### src/rtl/arb_client_req.sv
// Client-side initiator for the two-client req/ack arbiter: buffers request words in a
// small FIFO and issues them one at a time with a 4-phase req/ack handshake.
module arb_client_req #(
  parameter int REQ_DATA_WIDTH = 8,
  parameter int FIFO_DEPTH     = 4,
  parameter int TIMEOUT        = 255
) (
  input  logic                          clk,
  input  logic                          rst_n,
  input  logic                          wr_en,
  input  logic [REQ_DATA_WIDTH-1:0]     wr_data,
  output logic                          full,
  output logic [$clog2(FIFO_DEPTH):0]   count,
  output logic                          wr_drop,
  output logic                          req,
  output logic [REQ_DATA_WIDTH-1:0]     data_req,
  input  logic                          ack,
  output logic                          done,
  output logic                          err_tmo
);

  localparam int AW = $clog2(FIFO_DEPTH);
  localparam int CW = AW + 1;
  localparam int TW = (TIMEOUT > 1) ? $clog2(TIMEOUT) : 1;
  localparam logic [TW-1:0] TMO_LAST = TW'((TIMEOUT > 0) ? TIMEOUT - 1 : 0);
  localparam logic [CW-1:0] DEPTH_C  = CW'(FIFO_DEPTH);

  typedef enum logic [1:0] {
    S_IDLE  = 2'd0,
    S_REQ   = 2'd1,
    S_ACKED = 2'd2,
    S_GAP   = 2'd3
  } state_t;

  logic [REQ_DATA_WIDTH-1:0] mem_q [FIFO_DEPTH];
  logic [AW-1:0]             wr_ptr_q;
  logic [AW-1:0]             rd_ptr_q;
  logic [CW-1:0]             count_q;
  logic [CW-1:0]             count_d;
  logic                      full_q;
  logic                      wr_drop_q;
  logic                      push;
  logic                      pop;

  state_t                    state_q;
  logic                      req_q;
  logic [REQ_DATA_WIDTH-1:0] data_req_q;
  logic                      done_q;
  logic                      err_tmo_q;
  logic [TW-1:0]             tmr_q;

  // Pop is the ACKED->GAP edge, i.e. the handshake's ack fall.
  always_comb begin
    push    = wr_en && !full_q;
    pop     = (state_q == S_ACKED) && !ack;
    count_d = count_q;
    if (push && !pop) begin
      count_d = count_q + CW'(1);
    end else if (pop && !push) begin
      count_d = count_q - CW'(1);
    end else begin
      count_d = count_q;
    end
  end

  // Storage array carries no reset; only the pointers and count define validity.
  always_ff @(posedge clk) begin
    if (push) begin
      mem_q[wr_ptr_q] <= wr_data;
    end
  end

  // FIFO pointers, occupancy and drop pulse.
  always_ff @(posedge clk or negedge rst_n) begin
    if (!rst_n) begin
      wr_ptr_q  <= '0;
      rd_ptr_q  <= '0;
      count_q   <= '0;
      full_q    <= 1'b0;
      wr_drop_q <= 1'b0;
    end else begin
      if (push) begin
        wr_ptr_q <= wr_ptr_q + AW'(1);
      end
      if (pop) begin
        rd_ptr_q <= rd_ptr_q + AW'(1);
      end
      count_q   <= count_d;
      full_q    <= (count_d == DEPTH_C);
      wr_drop_q <= wr_en && full_q;
    end
  end

  // Handshake FSM; ack has priority over timeout when both land on the same edge.
  always_ff @(posedge clk or negedge rst_n) begin
    if (!rst_n) begin
      state_q    <= S_IDLE;
      req_q      <= 1'b0;
      data_req_q <= '0;
      done_q     <= 1'b0;
      err_tmo_q  <= 1'b0;
      tmr_q      <= '0;
    end else begin
      done_q    <= 1'b0;
      err_tmo_q <= 1'b0;
      case (state_q)
        S_IDLE: begin
          if (count_q != '0) begin
            state_q    <= S_REQ;
            req_q      <= 1'b1;
            data_req_q <= mem_q[rd_ptr_q];
            tmr_q      <= '0;
          end
        end
        S_REQ: begin
          if (ack) begin
            state_q <= S_ACKED;
          end else if ((TIMEOUT != 0) && (tmr_q == TMO_LAST)) begin
            state_q   <= S_GAP;
            req_q     <= 1'b0;
            err_tmo_q <= 1'b1;
          end else begin
            tmr_q <= tmr_q + TW'(1);
          end
        end
        S_ACKED: begin
          if (!ack) begin
            state_q <= S_GAP;
            req_q   <= 1'b0;
            done_q  <= 1'b1;
          end
        end
        S_GAP: begin
          state_q <= S_IDLE;
        end
        default: begin
          state_q <= S_IDLE;
          req_q   <= 1'b0;
        end
      endcase
    end
  end

  assign full     = full_q;
  assign count    = count_q;
  assign wr_drop  = wr_drop_q;
  assign req      = req_q;
  assign data_req = data_req_q;
  assign done     = done_q;
  assign err_tmo  = err_tmo_q;

endmodule

### config.mk
export PLATFORM = sky130hd
export DESIGN_NAME = arb_client_req
export DESIGN_NICKNAME = d
export VERILOG_FILES = /design/src/rtl/arb_client_req.sv
export SDC_FILE = /design/constraint.sdc
export NUM_CORES = 1
export LEC_CHECK = 0
export ABC_AREA = 1
export CAP_MARGIN = 25
export CORE_ASPECT_RATIO = 1.1
export CORE_MARGIN = 2
export CORE_UTILIZATION = 45
export DETAILED_ROUTE_END_ITERATION = 8
export GPL_TIMING_DRIVEN = 0
export PLACE_DENSITY_LB_ADDON = 0.25
export RECOVER_POWER = 50
export SETUP_SLACK_MARGIN = 0.5
export SLEW_MARGIN = 20
export SYNTH_ARGS = -nofsm -noshare
export SYNTH_HDL_FRONTEND = slang
export SYNTH_SLANG_ARGS = --single-unit
### constraint.sdc
create_clock -name clk -period 1.75 [get_ports clk]
set_input_delay 0.35 -clock clk [delete_from_list [all_inputs] [get_ports clk]]
set_output_delay 0.35 -clock clk [all_outputs]
set_load 0.02 [all_outputs]
==> results.tsv, run 1 <==
metric	value	unit
postRouteAntennaNets	0	
crit_buf_inv	2	
routed_wl	6120	um
p_int	4.52	mW
place_hpwl	3600	um
ff_latch_area	1720	um^2
io_buffers	27	
crit_arrival	1.76	ns
hold_class	in -> async	
cp_common_cell	nand2_1	
grt_pass1_wl	9750	um
skew	0.00555	ns
critPathTopFamily	simple AND/OR/NAND/NOR gates	
cts_hold_buf	0	
grt_max_degree	31	
drive_above_1_share	38.8	%
netlist_area	2850	um^2
grt-ovfl-total	0	
wl_per_cell	14.1	um
grt.total_usage	18.9	%
cp_max_fo	5	
first_global_vias	2086	
switchingPower	2.70	mW
gp_congestion	0.758	
cts_buffer_depth	2	
layout_worst_path_cycle_share	85.5	%
drv_cap	0	
crit_path_max_incr_delay	0.42	ns
nets	374	
stdcell_count	433	
multi_input_area	1190	um^2
combPwrFrac	49.1	%
clkTransAtPathRegs	0.07	ns
final_area	3990	um^2
switching_share	37.4	%
synth_seq_cells	62	
area_growth	40.3	%
initial_utilization	46.2	%
vias_per_cell	4.96	
leakagePower	1.66	nW
post-place-cells	386	
setup_tns	0	ns
whs	0.0864	ns
coreArea	6160	um^2
crit_chain	inv_1, ha_4, inv_2, nor2_4, nand2_2, nand2_2, nand2_1, nand2_1, nand2_1, nor2_2	
tritoncts	yes	
clock.fmax	0.669	GHz
slowest_stage	dfrtp_1	
placed_area	3260	um^2
first_pass_iters	4	
pwr_density_cell	1810	nW/um^2
rows	30	
root_buffer	clkbuf_8	
critPathLaunchType	flip-flop	
yosysWarnings	0	
drtIter0Drc	79	
period_minus_slack	1.50	ns
antenna_found_initial	0	
rsz0062_at_grt	yes	
p_seq_share	30.4	%
synth_cell_type_count	29	
drc_errors	0	
die_area	6980	um^2
yosysSeqAreaShare	60.1	%
max_slew_margin	47.6	%
antenna_cells	0	
numCtsBuffers	9	
clockPowerShare	20.6	%
worst_pin_slew	0.787	ns
report.final.hold_viol_count	0	
end_kind	flip-flop	
fp.dieH	87.4	um
status	finished clean	
slew_violations	0	
crit_type	reg -> reg	
clkLatencyLatePin	0.33	ns
vdd_ir_drop_max	0.968	mV
crit_required	2.01	ns
reg2reg_setup_slack	0.25	ns
htreeDepth	3	
syn_inst	279	
dieWidth	79.8	um
setup_viol	0	
syn_nets	305	
ios	28	
syn_avg_cell_area	10.2	um^2
fillers	471	
clkSinkCount	62	
num_vias	2149	
==> stage by stage <==
stage                     power [mW]  setup WS (ns)  util [%]
after floorplan                 3.88          0.410         -
after global placement          4.62         -0.421      53.1
after detailed placement        4.67       -0.00690      53.0
after CTS                       6.74          0.339      61.3
after global routing            7.67          0.141      64.9
final                           7.23          0.254      64.9
==> cell usage after synthesis (all sizes together) <==
cell type	n	share of area, %
buf	7	1.7
nand2	45	6.2
xor2	4	1.2
o21ai	28	5.1
a21oi	2	0.75
xnor2	1	0.31
nand3b	2	0.53
edfxtp	32	34
inv	31	4.1
nor2	53	7.9
nor3	2	0.35
clkinv	1	0.13
o21bai	1	0.26
or2	1	0.22
a31oi	8	1.8
dfrtp	30	26
ha	14	6.2
nand3	16	3.0
o211ai	1	0.26
==> worst paths after layout <==
path,endpoint,start,cells past startpoint
hold / removal,data_req[2],rst_n,1
setup / recovery,full,state_q[0],10
max in group asynchronous,count[1],rst_n,1
min in group clk,err_tmo,ack,2
hold reg to reg,tmr_q[7],tmr_q[7],2
setup reg to reg,full,state_q[0],10
==> state kept, by name (all words and copies together) (netlist names) <==
register and flops:
req 1, tmr_q 8, data_req 8, state_q 2, mem_q 32, count 3, wr_ptr_q 2, rd_ptr_q 2
done 1, full 1, err_tmo 1, wr_drop 1
==> metal layers <==
metal / global-route usage, % / vias to the layer above / wire length (um)
met2: 33.0 / 35 / 3300
met4: 6.93 / 0 / 79
met1: 22.2 / 1043 / 2570
met5: 0 / - / 0
li1: - / 1064 / -
met3: 5.19 / 7 / 168
==> logic make-up (layout without fill, tap and decap cells) <==
family,count (synthesis),in the layout,share of synthesized area [%]
AO/OA/AOI/OAI,40,40,8.09
buffers and inverters,39,113,5.93
flip-flops,62,62,60.1
XOR/XNOR,5,5,1.54
adder cells (fa/ha/maj),14,14,6.15
AND/OR/NAND/NOR,119,119,18.2
==> cell type report <==
cell class / instances / share of cell area, %
Clock buffer: 10 / 3.20
Tap cell: 80 / 2.51
Sequential cell: 62 / 43.0
Multi-Input combinational cell: 178 / 29.9
Inverter: 32 / 3.38
Timing Repair Buffer: 58 / 13.8
Clock inverter: 6 / 2.76
Buffer: 7 / 1.54
==> cells in the final DEF (no fill, tap or decap), types with 3 or more instances in the layout <==
cell type and count:
buf_6 20, inv_2 8, dfrtp_2 3, clkbuf_1 4, nand3_1 12, inv_1 19, xor2_1 4, o21ai_2 3
a31oi_1 8, o21ai_1 8, dfrtp_1 27, o21ai_0 17, nand2_2 19, clkinvlp_4 4, nor2_4 7, edfxtp_1 32
clkbuf_8 9, dlygate4sd3_1 8, buf_4 27, bufinv_16 3, nor2_2 10, ha_4 6, nor2_1 36, buf_12 3
nand2_1 25, ha_1 7, inv_4 3
==> power by group through the flow <==
stage | Combinational (mW) | Sequential (mW) | Clock [mW]
after floorplan | 1.54 | 2.34 | 0
after global placement | 2.43 | 2.19 | 0
after detailed placement | 2.47 | 2.20 | 0
after CTS | 3.06 | 2.16 | 1.52
after global routing | 3.85 | 2.23 | 1.59
final | 3.54 | 2.19 | 1.49
==> repair_timing <==
item                                    in CTS  in global routing
gates cloned                                 2                  0
pin swaps                                   16                  5
resized for setup                          111                 56
endpoints found under the setup margin      72                 70
setup buffers                               18                 11
Note: power is estimated with default switching activity, not from simulation.
==> inputs of run 2 (changes only) <==
Settings changed: CTS_CLUSTER_SIZE set to 14.
==> results of run 2 <==
The final DEF is identical to that of run 1; final timing and power are the same.
==> inputs of run 3 (changes only) <==
Settings changed: CTS_BUF_LIST set to sky130_fd_sc_hd__clkbuf_8, GPL_ROUTABILITY_DRIVEN set to 1.
==> run 3 against run 2 <==
- combinational power about the same
- largest power group unchanged
- power about the same
- critical endpoint unchanged
- via count about the same
==> results.tsv, run 3 (synthesis results as in run 1) <==
metric	value	unit	change
grt_pass1_wl	9750	um	unchanged
final_util	64.9	%	unchanged
grt_max_degree	31		unchanged
tritoncts	yes		unchanged
slew_violations	0		unchanged
crit_required	2.02	ns	was 2.01 ns
end_kind	flip-flop		unchanged
first_pass_iters	4		unchanged
coreArea	6160	um^2	unchanged
use_met2	33.0	%	unchanged
first_global_vias	2086		unchanged
pwr_density_cell	1810	nW/um^2	about the same
hold_class	in -> async		unchanged
period_minus_slack	1.50	ns	about the same
drv_cap	0		unchanged
ios	28		unchanged
clkLatencyLatePin	0.34	ns	was 0.33 ns
root_buffer	clkbuf_8		unchanged
clkSinkCount	62		unchanged
leakagePower	1.66	nW	about the same
layout_worst_path_cycle_share	85.5	%	about the same
largest_register	mem_q		unchanged
use_met1	22.2	%	unchanged
wl_per_cell	14.1	um	about the same
grt.busiest_layer	met2		unchanged
antenna_cells	0		unchanged
critPathLaunchType	flip-flop		unchanged
dieWidth	79.8	um	unchanged
io_buffers	27		unchanged
worst_slack	0.254	ns	about the same
crit_type	reg -> reg		unchanged
pre_cts_slack	-0.00690	ns	unchanged
grt_use_met3	5.19	%	unchanged
fp.dieH	87.4	um	unchanged
antenna_found_initial	0		unchanged
drtIter0Drc	79		unchanged
clkTransAtPathRegs	0.07	ns	about the same
place_hpwl	3600	um	unchanged
die_area	6980	um^2	unchanged
layout_commonest_cell	nor2_1		unchanged
grt.total_usage	18.9	%	unchanged
setup_tns	0	ns	unchanged
num_vias	2148		was 2149
drc_errors	0		unchanged
whs	0.0831	ns	was 0.0864 ns
max_slew_margin	47.6	%	about the same
numCtsBuffers	9		unchanged
report.final.hold_viol_count	0		unchanged
vdd_ir_drop_max	0.968	mV	about the same
rows	30		unchanged
postRouteAntennaNets	0		unchanged
largest_reg_flops	32		unchanged
area_growth	40.3	%	unchanged
worst_pin_slew	0.787	ns	about the same
drive_above_1_share	38.8	%	unchanged
status	finished clean		unchanged
gp_congestion	0.758		unchanged
routed_wl	6120	um	about the same
grt-ovfl-total	0		unchanged
htreeDepth	3		unchanged
nets	374		unchanged
cts_buffer_depth	2		unchanged
setup_viol	0		unchanged
rsz0062_at_grt	yes		unchanged
layout_common_cells	36 x nor2_1, 32 x edfxtp_1, 27 x buf_4, 27 x dfrtp_1, 25 x nand2_1		unchanged
cp_max_fo	5		unchanged
initial_utilization	46.2	%	unchanged
vias_per_cell	4.96		about the same
skew	0.00566	ns	was 0.00555 ns
clock.fmax	0.668	GHz	was 0.669 GHz
crit_arrival	1.76	ns	about the same
-- run 3: through the flow --
step                      total power, mW  area [um^2]  instances
after CTS                            6.73         3770        422
after global placement               4.62         3270        386
final                                7.22         3990        433
after detailed placement             4.67         3260        386
after global routing                 7.66         3990        433
after floorplan                      3.88         2900        279
-- run 3: layout make-up --
cell class	instances	area [um^2]
clock buffer	9	124
tap	80	100
multi-input combinational	178	1190
buffer	7	61.3
fill	471	2160
sequential	62	1720
inverter	32	135
timing repair buffer	58	549
clock inverter	7	114
-- run 3: worst max-delay path, stage by stage (launching register included) --
cell	delay [ns]
dfrtp_1	0.42
inv_1	0.19
ha_4	0.18
inv_2	0.04
nor2_4	0.14
nand2_2	0.09
nand2_2	0.07
nand2_1	0.05
nand2_1	0.07
nand2_1	0.07
nor2_2	0.09
-- run 3: repair_timing --
item                                    CTS  global route
gates resized for setup                 111            56
buffers inserted                         18            11
endpoints found under the hold margin     0             0
gates cloned                              2             0
pin swaps                                16             5
endpoints found under the setup margin   72            70
hold buffers                              0             0
-- run 3: path summary, 6_finish.rpt --
kind                             from           to  slack [ns]  cells past startpoint
max                        state_q[0]         full        0.25                     10
min                             rst_n  data_req[2]        0.08                      1
max reg2reg                state_q[0]         full        0.25                     10
min reg2reg                  tmr_q[7]     tmr_q[7]        0.54                      2
max in group asynchronous       rst_n     count[1]        1.11                      1
min in group clk                  ack      err_tmo        0.44                      2
-- run 3: metal layers --
metal | part of all wire, % | up-vias
li1 | - | 1063
met4 | 1.6 | 0
met2 | 54 | 33
met5 | 0 | -
met1 | 42 | 1044
met3 | 2.6 | 8
-- run 3: power by group --
group / internal [mW] / switching (mW)
clock: 0.937 / 0.550
sequential: 1.95 / 0.241
combinational: 1.63 / 1.92
